===== src/rtl/sdram_req_ctrl.sv =====
// sdram_req_ctrl: client-side sequencer for the SDRAM controller cpu/chipset port.
// Arbitrates refresh timer > video 8-word burst > host single word, drives the
// edge-triggered sd_cs handshake and returns read data to the granted port.
// Optional: define SDRAM_REQ_TIMEOUT_EN to add a per-transaction WAIT watchdog
// that aborts after TIMEOUT_CYCLES with an err pulse instead of an ack.
module sdram_req_ctrl #(
  parameter int REFRESH_CYCLES = 312,
  parameter int TIMEOUT_CYCLES = 63
) (
  input  logic        clk,
  input  logic        reset_n,
  input  logic        h_req,
  input  logic        h_we,
  input  logic [20:0] h_addr,
  input  logic [31:0] h_din,
  input  logic [3:0]  h_ds,
  output logic        h_ack,
  output logic [31:0] h_dout,
  input  logic        v_req,
  input  logic [20:0] v_addr,
  output logic        v_ack,
  output logic        v_wr,
  output logic [2:0]  v_idx,
  output logic [31:0] v_data,
  output logic        err,
  input  logic        sd_ready,
  input  logic        sd_cmd_ready,
  input  logic [31:0] sd_dout,
  input  logic        sd_dout_valid,
  output logic        sd_cs,
  output logic        sd_we,
  output logic        sd_refresh,
  output logic        sd_read_burst,
  output logic [20:0] sd_addr,
  output logic [31:0] sd_din,
  output logic [3:0]  sd_ds
);
  localparam int RW = (REFRESH_CYCLES > 1) ? $clog2(REFRESH_CYCLES) : 1;

  typedef enum logic [1:0] {IDLE, ISSUE, WAIT, GAP} state_t;
  typedef enum logic [1:0] {OWN_HOST, OWN_VID, OWN_REF} own_t;

  state_t        state, state_nxt;
  own_t          own, gnt_own;
  logic          grant, done, tmo, tmo_hit;
  logic [RW-1:0] rcnt;
  logic          refresh_pend, wrap;
  logic [3:0]    word_cnt, exp_cnt;
  logic          first_wait;

  assign wrap = sd_ready && (rcnt == RW'(REFRESH_CYCLES - 1));

  // Refresh interval timer; a wrap during a pending refresh is simply absorbed
  always_ff @(posedge clk or negedge reset_n) begin
    if (!reset_n) begin
      rcnt         <= '0;
      refresh_pend <= 1'b0;
    end else begin
      if (sd_ready) rcnt <= wrap ? '0 : rcnt + 1'b1;
      // set wins so a wrap coinciding with a refresh grant is kept for next IDLE
      if (wrap)                            refresh_pend <= 1'b1;
      else if (grant && gnt_own == OWN_REF) refresh_pend <= 1'b0;
    end
  end

  // Next-state, arbitration and completion decode
  always_comb begin
    state_nxt = state;
    grant     = 1'b0;
    gnt_own   = OWN_HOST;
    done      = 1'b0;
    tmo       = 1'b0;
    case (state)
      IDLE: if (sd_ready && sd_cmd_ready && (refresh_pend || v_req || h_req)) begin
        grant     = 1'b1;
        state_nxt = ISSUE;
        if (refresh_pend) gnt_own = OWN_REF;
        else if (v_req)   gnt_own = OWN_VID;
        else              gnt_own = OWN_HOST;
      end
      ISSUE: state_nxt = WAIT;
      // controller may still show ready in the first WAIT cycle, so skip it
      WAIT: if (!first_wait && word_cnt == exp_cnt && sd_cmd_ready) begin
        done      = 1'b1;
        state_nxt = GAP;
      end else if (tmo_hit) begin
        tmo       = 1'b1;
        state_nxt = GAP;
      end
      GAP:     state_nxt = IDLE;
      default: state_nxt = IDLE;
    endcase
  end

  // State register; sd_cs registered from next state so reset drops it at once
  always_ff @(posedge clk or negedge reset_n) begin
    if (!reset_n) begin
      state      <= IDLE;
      sd_cs      <= 1'b0;
      first_wait <= 1'b0;
      h_ack      <= 1'b0;
      v_ack      <= 1'b0;
    end else begin
      state      <= state_nxt;
      sd_cs      <= (state_nxt == ISSUE) || (state_nxt == WAIT);
      first_wait <= (state == ISSUE);
      h_ack      <= done && own == OWN_HOST;
      v_ack      <= done && own == OWN_VID;
    end
  end

  // Command qualifiers latched on grant and held through the whole command
  always_ff @(posedge clk or negedge reset_n) begin
    if (!reset_n) begin
      own           <= OWN_HOST;
      sd_addr       <= '0;
      sd_din        <= '0;
      sd_ds         <= '0;
      sd_we         <= 1'b0;
      sd_refresh    <= 1'b0;
      sd_read_burst <= 1'b0;
      exp_cnt       <= '0;
    end else if (grant) begin
      own <= gnt_own;
      case (gnt_own)
        OWN_REF: begin
          sd_addr <= '0;     sd_din <= '0;       sd_ds <= '0;
          sd_we <= 1'b0;     sd_refresh <= 1'b1; sd_read_burst <= 1'b0;
          exp_cnt <= 4'd0;
        end
        OWN_VID: begin
          sd_addr <= v_addr; sd_din <= '0;       sd_ds <= 4'hF;
          sd_we <= 1'b0;     sd_refresh <= 1'b0; sd_read_burst <= 1'b1;
          exp_cnt <= 4'd8;
        end
        default: begin
          sd_addr <= h_addr; sd_din <= h_din;    sd_ds <= h_ds;
          sd_we <= h_we;     sd_refresh <= 1'b0; sd_read_burst <= 1'b0;
          exp_cnt <= h_we ? 4'd0 : 4'd1;
        end
      endcase
    end
  end

  // Read data return; valid strobes outside WAIT are ignored
  always_ff @(posedge clk or negedge reset_n) begin
    if (!reset_n) begin
      word_cnt <= '0;
      v_wr     <= 1'b0;
      v_idx    <= '0;
      v_data   <= '0;
      h_dout   <= '0;
    end else begin
      v_wr <= 1'b0;
      if (grant) word_cnt <= '0;
      if (state == WAIT && sd_dout_valid) begin
        word_cnt <= word_cnt + 1'b1;
        if (own == OWN_VID) begin
          v_wr   <= 1'b1;
          v_data <= sd_dout;
          v_idx  <= word_cnt[2:0];
        end else if (own == OWN_HOST && !sd_we) begin
          h_dout <= sd_dout;
        end
      end
    end
  end

`ifdef SDRAM_REQ_TIMEOUT_EN
  localparam int TW = $clog2(TIMEOUT_CYCLES + 1);
  logic [TW-1:0] wait_cnt;

  assign tmo_hit = (wait_cnt == TW'(TIMEOUT_CYCLES));

  // WAIT cycle counter (1 in first WAIT cycle) and abort pulse shown in GAP
  always_ff @(posedge clk or negedge reset_n) begin
    if (!reset_n) begin
      wait_cnt <= '0;
      err      <= 1'b0;
    end else begin
      err <= tmo;
      if (state == ISSUE)                         wait_cnt <= TW'(1);
      else if (state == WAIT && !tmo_hit)          wait_cnt <= wait_cnt + 1'b1;
    end
  end
`else
  assign tmo_hit = 1'b0;
  assign err     = 1'b0;
`endif

endmodule


===== config.mk =====
export PLATFORM = sky130hd
export DESIGN_NAME = sdram_req_ctrl
export DESIGN_NICKNAME = d
export VERILOG_FILES = /design/src/rtl/sdram_req_ctrl.sv
export SDC_FILE = /design/constraint.sdc
export NUM_CORES = 1
export LEC_CHECK = 0
export ABC_CLOCK_PERIOD_IN_PS = 2550
export CORE_ASPECT_RATIO = 1.5
export CORE_MARGIN = 2
export CORE_UTILIZATION = 35
export CTS_BUF_LIST = sky130_fd_sc_hd__clkbuf_4 sky130_fd_sc_hd__clkbuf_8
export CTS_CLUSTER_DIAMETER = 150
export DETAILED_ROUTE_END_ITERATION = 10
export DONT_BUFFER_PORTS = 1
export PLACE_DENSITY_LB_ADDON = 0.25
export SYNTH_ARGS = -nofsm -noshare
export SYNTH_HDL_FRONTEND = slang
export SYNTH_SLANG_ARGS = --single-unit

===== constraint.sdc =====
create_clock -name clk -period 2.55 [get_ports clk]
set_input_delay 0.51 -clock clk [delete_from_list [all_inputs] [get_ports clk]]
set_output_delay 0.51 -clock clk [all_outputs]
set_load 0.03 [all_outputs]

==> results of run 1 <==
==> kinds of logic after synthesis <==
group | synth area share [%]
muxes | 17.9
AOI/OAI and AO/OA | 10.8
buffers and inverters | 4.01
xor gates and xnor gates | 0.802
adders and majority gates | 1.72
and+or+nand+nor | 6.62
other | 0.0572
DFF | 58.0
==> synth_stat cells, types with 4 or more instances <==
library cell    n  share of area, %
xnor2_1         4              0.53
nand2b_1        4              0.38
nand4_1         6              0.57
mux2_4         30               6.9
mux2_2         58                10
inv_1          13              0.74
a22o_1         20               2.7
buf_2           6              0.46
clkbuf_1       17              0.97
mux2i_1         7               1.1
nor2_1          4              0.23
o21ai_0        76               5.8
dfrtp_1       152                58
ha_1            9               1.7
nand2_1        42               2.4
or3_1           4              0.38
nand3_1         4              0.31
a21oi_1         9              0.69
a31oi_1         4              0.38
==> worst paths after layout <==
check,cells after the start,from,to,slack [ns]
min reg2reg,1,rcnt[7]$_DFFE_PN0P_,rcnt[7]$_DFFE_PN0P_,0.51
max reg2reg,5,state[0]$_DFF_PN0_,h_dout[23]$_DFFE_PN0P_,0.15
max,5,state[0]$_DFF_PN0_,h_dout[23]$_DFFE_PN0P_,0.15
min in group clk,1,sd_ready,rcnt[1]$_DFFE_PN0P_,0.17
min,0,reset_n,v_data[7]$_DFFE_PN0P_,-0.25
max in group asynchronous,0,reset_n,sd_refresh$_DFFE_PN0P_,2.57
==> state kept, by name, summed over array words and instances, names as in the netlist, 3 cells and up <==
signal    count
h_dout       32
sd_din       32
v_data       32
sd_addr      21
rcnt          9
sd_ds         4
word_cnt      4
v_idx         3
==> repair_timing <==
action	in CTS	in global routing
setup endpoints to repair	0	14
endpoints found under the hold margin	152	152
gates resized for setup	0	1
==> critical path: cells and delay by family, from the launching register on <==
family / cells / cell delay [ns]
and+or+nand+nor: 2 / 0.91
DFF: 1 / 0.44
buffers and inverters: 1 / 0.15
adders and majority gates: 1 / 0.35
muxes: 1 / 0.40
==> power by group <==
part	switching [W]	leakage (nW)	internal, W	total (W)
sequential	0.00288	1.87	0.00348	0.00636
combinational	0.000880	1.19	0.00120	0.00208
clock	0.00101	0.222	0.00101	0.00203
==> metrics by stage <==
step / cell area, µm² / utilization [%] / setup WS (ns)
2_1_floorplan: 6580 / - / 0.00815
3_3_place_gp: 6770 / 36.7 / 0.258
5_1_grt: 7220 / 39.1 / 0.0196
4_1_cts: 7210 / 39.1 / 0.129
3_5_place_dp: 6770 / 36.7 / 0.152
6_report: 7220 / 39.1 / 0.152
==> routing by layer <==
layer  wire (µm)  up-vias  part of all wire [%]
li1            -     1800                     -
met1        5560     1998                    38
met2        7250      220                    50
met3        1590       10                    11
met4         138        0                  0.95
met5           0        -                     0
==> layout make-up <==
cell class	instances	area [µm²]
clock buffer	17	234
clock inverter	15	208
inverter	13	48.8
tap	252	315
multi-input combinational	313	2500
sequential	152	3800
timing repair buffer	10	104
fill	1801	11300
==> impl_results.md, run 1 <==
- Hold WS: -0.249 ns
- Setup CP Type: flip-flop to flip-flop
- Total number of yosys warnings: 0
- Number of unique standard cell types used by synthesis: 46
- Clk Latency, worst-skew pair: 0.44 ns
- Crit path capture type: flip-flop
- Final cell count without fillers: 772
- Number of antenna cells inserted: 0
- Die area: 0.0199 mm²
- Post-Route Setup TNS: 0 ns
- Leakage power: 3.28 nW
- GRT overflow: 0
- Max IR drop VDD: 0.529 mV
- Synthesis-to-layout area growth: 10.1%
- Synthesized area: 0.00655 mm²
- Most common library cell in the layout ignoring fill and taps: dfrtp_1
- Hold Crit Class: primary input to async pin
- Fraction of final layout cells with drive strength greater than 1: 26.2%
- Initial core utilization: 35.5%
- Unrepaired setup endpoints after global routing: false
- Synthesized netlist cell count: 512
- Commonest non-fill, non-tap cells in the layout: dfrtp_1 (152), o21ai_0 (76), mux2_2 (58)
- Met2 routing resource usage after global routing: 24.1%
- Average footprint of a synthesized cell: 12.8 µm²
- Die height: 172 µm
- Number of hold violations in the final report: 152
- Arr. time, crit path: 2.73 ns
- DR WL/cell: 18.8 µm
- Port buffer count: 0
- Maximum achievable frequency: 0.417 GHz
- Antenna violations before repair: 0
- Router iterations before antenna repair: 4
- Status: finished, violations left
- Violated checks: negative hold slack
- Main synth FF type: dfrtp_1
- Startpoint kind of the worst setup timing path: flip-flop
- Maximum clock skew at final layout: 0.00964 ns
- Time the final worst path needs with I/O delays and setup: 2.40 ns
- Max stage delay cell, worst path: or4_4
- Worst-path cell chain: inv_1, ha_1, nand2_2, or4_4, mux2_4
- Clock edge transition at the registers on the reported setup and hold paths: 0.09 ns
- Transition at the pin with the smallest max-transition slack: 0.632 ns
- Share of the cycle needed by the critical path after routing: 94.0%
- Final weighted congestion of routability-driven global placement: 0.802
- Number of sinks driven by the clock tree: 152
- Max-capacitance violation count: 0
- Nets: 634
- Remaining DRCs: 0
- CTS max path bufs: 2
- Crit Path Max Fanout: 32
- Post-synthesis sequential element count: 152
- Cell row count: 61
- Via Count: 4028
- Setup Fix Bufs, Post-CTS: 0
- Total detailed-routing wirelength: 14500 µm
- Power, Total: 0.0105 W
- Count of placed standard cells including taps: 740
- Met3 track demand over resource: 6.06%
- Pin count of the biggest net entering global routing: 153
- TritonCTS clock tree: done
- Post-route ant nets: 0
- TritonCTS buffer count: 17
- First-pass GRT wire length: 21900 µm
- GRT Overall Usage: 14.4%
- H-tree levels: 4
- CORE AREA: 0.0185 mm²
- Average vias per placed instance: 5.22
- Pins Over Slew Limit: 0
- Met1 track demand over resource: 16.4%
- Die width: 116 µm
- Required @ worst endpoint: 2.88 ns
- DRC violation total after the first TritonRoute iteration: 230
- Count of flip-flops with a built-in enable after synthesis: 0
- Power density normalized to cell area: 1450 mW/mm²
- Ys async rst share: 100%
- Cell at the root of the clock tree: clkbuf_8
- Sequential element share of the synthesized area: 58.0%
- Delay of the slowest critical-path stage: 0.74 ns
- Via count of the first global-routing pass: 4155
- Count of final setup violators: 0
- Io pins: 250
- Highest-utilization routing layer at the global route stage: met2
- Relative slew slack: 57.3%
- DPL Wire Length: 10100 µm
- Net count after synthesis: 639
Note: power is estimated with default switching activity, not from simulation.
==> inputs of run 2 (changes only) <==
--- a/config.mk
+++ b/config.mk
@@ -6,6 +6,8 @@
 export NUM_CORES = 1
 export LEC_CHECK = 0
 export ABC_CLOCK_PERIOD_IN_PS = 2550
+export CELL_PAD_IN_SITES_DETAIL_PLACEMENT = 0
+export CELL_PAD_IN_SITES_GLOBAL_PLACEMENT = 2
 export CORE_ASPECT_RATIO = 1.5
 export CORE_MARGIN = 2
 export CORE_UTILIZATION = 35
@@ -13,6 +15,7 @@
 export CTS_CLUSTER_DIAMETER = 150
 export DETAILED_ROUTE_END_ITERATION = 10
 export DONT_BUFFER_PORTS = 1
+export GPL_TIMING_DRIVEN = 1
 export PLACE_DENSITY_LB_ADDON = 0.25
 export SYNTH_ARGS = -nofsm -noshare
 export SYNTH_HDL_FRONTEND = slang
==> run 2 against run 1 <==
The run still ends with negative hold slack left. Worst setup slack improved by 0.018 ns. Critical path depth increased by 4. Combinational power about the same. Die area unchanged. Design area increased by 0.14%. Register-to-register slack improved by 0.02 ns. Fmax increased by 0.77%.
==> impl_results.md, run 2 (synthesis results as in run 1) <==
- First-pass GRT wire length: 22600 µm
- Resized Gates After CTS: 0
- Fillers: 1796
- GRT overflow: 0
- Most common library cell in the layout ignoring fill and taps: dfrtp_1
- Synthesis-to-layout area growth: 10.3%
- Io pins: 250
- Hold WS: -0.252 ns
- Port buffer count: 0
- Setup Fix Bufs, Post-CTS: 0
- Largest registers in the final layout: h_dout x32, sd_din x32, v_data x32
- Number of antenna cells inserted: 0
- Power density normalized to cell area: 1450 mW/mm²
- Setup CP Type: flip-flop to flip-flop
- DPL Wire Length: 10100 µm
- Commonest non-fill, non-tap cells in the layout: dfrtp_1 (152), o21ai_0 (76), mux2_2 (58)
- Cell at the root of the clock tree: clkbuf_8
- Average vias per placed instance: 5.16
- Router iterations before antenna repair: 4
- Pre-CTS setup slack: 0.179 ns
- Die width: 116 µm
- GRT Overall Usage: 14.8%
- Clock edge transition at the registers on the reported setup and hold paths: 0.09 ns
- DR WL/cell: 19.3 µm
- Post-route ant nets: 0
- Status: finished, violations left
- Final setup slack of the worst path: 0.171 ns
- CORE AREA: 0.0185 mm²
- Maximum achievable frequency: 0.420 GHz
- Die height: 172 µm
- Violated checks: negative hold slack
- Via Count: 3991
- Number of sinks driven by the clock tree: 152
- Share of the cycle needed by the critical path after routing: 93.3%
- Nets: 635
- Cell row count: 61
- Remaining DRCs: 0
- Max-capacitance violation count: 0
- Die area: 0.0199 mm²
- Initial core utilization: 35.5%
- Startpoint kind of the worst setup timing path: flip-flop
- Via count of the first global-routing pass: 4117
- CTS max path bufs: 2
- Arr. time, crit path: 2.71 ns
- Antenna violations before repair: 0
- TritonCTS buffer count: 17
- Hold Crit Class: primary input to async pin
- Maximum clock skew at final layout: 0.0174 ns
- Leakage power: 3.29 nW
- Relative slew slack: 53.4%
- Fraction of final layout cells with drive strength greater than 1: 26.3%
- Count of final setup violators: 0
- Pin count of the biggest net entering global routing: 153
- Time the final worst path needs with I/O delays and setup: 2.38 ns
- Required @ worst endpoint: 2.88 ns
- Max IR drop VDD: 0.440 mV
- Final weighted congestion of routability-driven global placement: 0.734
- Clk Latency, worst-skew pair: 0.45 ns
- Total detailed-routing wirelength: 14900 µm
- Crit path capture type: flip-flop
- Unrepaired setup endpoints after global routing: false
- Transition at the pin with the smallest max-transition slack: 0.689 ns
- DRC violation total after the first TritonRoute iteration: 187
- Crit Path Max Fanout: 23
- Number of hold violations in the final report: 152
- Post-Route Setup TNS: 0 ns
- H-tree levels: 4
- Pins Over Slew Limit: 0
- TritonCTS clock tree: done
## run 2: cell types whose count changed in the layout (fill, tap and decap cells not counted), sizes merged
| cell | before | now |
|---|---|---|
| buf | 10 | 11 |
| clkbuf | 17 | 18 |
| clkinv | 4 | 2 |
| inv | 20 | 21 |
## run 2: final cells by class
| type | count | area (µm²) | share of cell area (%) |
|---|---|---|---|
| Clock inverter | 14 | 200 | 2.77 |
| Clock buffer | 18 | 248 | 3.43 |
| Inverter | 13 | 48.8 | 0.675 |
| Tap cell | 252 | 315 | 4.36 |
| Multi-Input combinational cell | 313 | 2500 | 34.7 |
| Sequential cell | 152 | 3800 | 52.6 |
| Timing Repair Buffer | 11 | 108 | 1.49 |
## run 2: worst paths after layout
check / start / end / slack, ns / cells after the start
max in group asynchronous: reset_n / state[0]$_DFF_PN0_ / 2.53 / 0
max: state[0]$_DFF_PN0_ / sd_addr[7]$_DFFE_PN0P_ / 0.17 / 9
max reg2reg: state[0]$_DFF_PN0_ / sd_addr[7]$_DFFE_PN0P_ / 0.17 / 9
min in group clk: sd_ready / rcnt[1]$_DFFE_PN0P_ / 0.18 / 1
min: reset_n / v_data[6]$_DFFE_PN0P_ / -0.25 / 0
min reg2reg: own[1]$_DFFE_PN0P_ / v_ack$_DFF_PN0_ / 0.51 / 1
## run 2: routing by layer
layer / vias to the layer above / share of wire (%) / track usage, %
met5: - / 0 / 0
met4: 0 / 1.3 / 4.71
met3: 14 / 12 / 7.40
met2: 191 / 50 / 24.0
met1: 1972 / 37 / 16.9
li1: 1814 / - / -
## run 2: critical path: stages (launching register included)
cell and delay, ns:
dfrtp_1 0.43, inv_1 0.14, ha_1 0.28, and4_1 0.30, inv_1 0.06, ha_2 0.36, nor2b_1 0.08, buf_12 0.16
a22o_1 0.19, mux2_2 0.27
## run 2: per-stage QoR
stage / instances / utilization, % / hold slack (ns) / area [µm²] / total power (W)
floorplan: 512 / - / 0.214 / 6580 / 0.00795
global placement: 741 / 36.7 / 0.217 / 6780 / 0.00845
detailed placement: 741 / 36.7 / 0.218 / 6780 / 0.00853
CTS: 773 / 39.1 / -0.292 / 7230 / 0.0106
global route: 773 / 39.1 / -0.300 / 7230 / 0.0111
finish: 773 / 39.1 / -0.252 / 7230 / 0.0105
## run 2: report_power, final
group          total [W]  leakage (nW)  internal (W)  switching [W]
logic            0.00207          1.20       0.00120       0.000867
registers        0.00636          1.87       0.00348        0.00288
clock network    0.00207         0.224       0.00104        0.00103
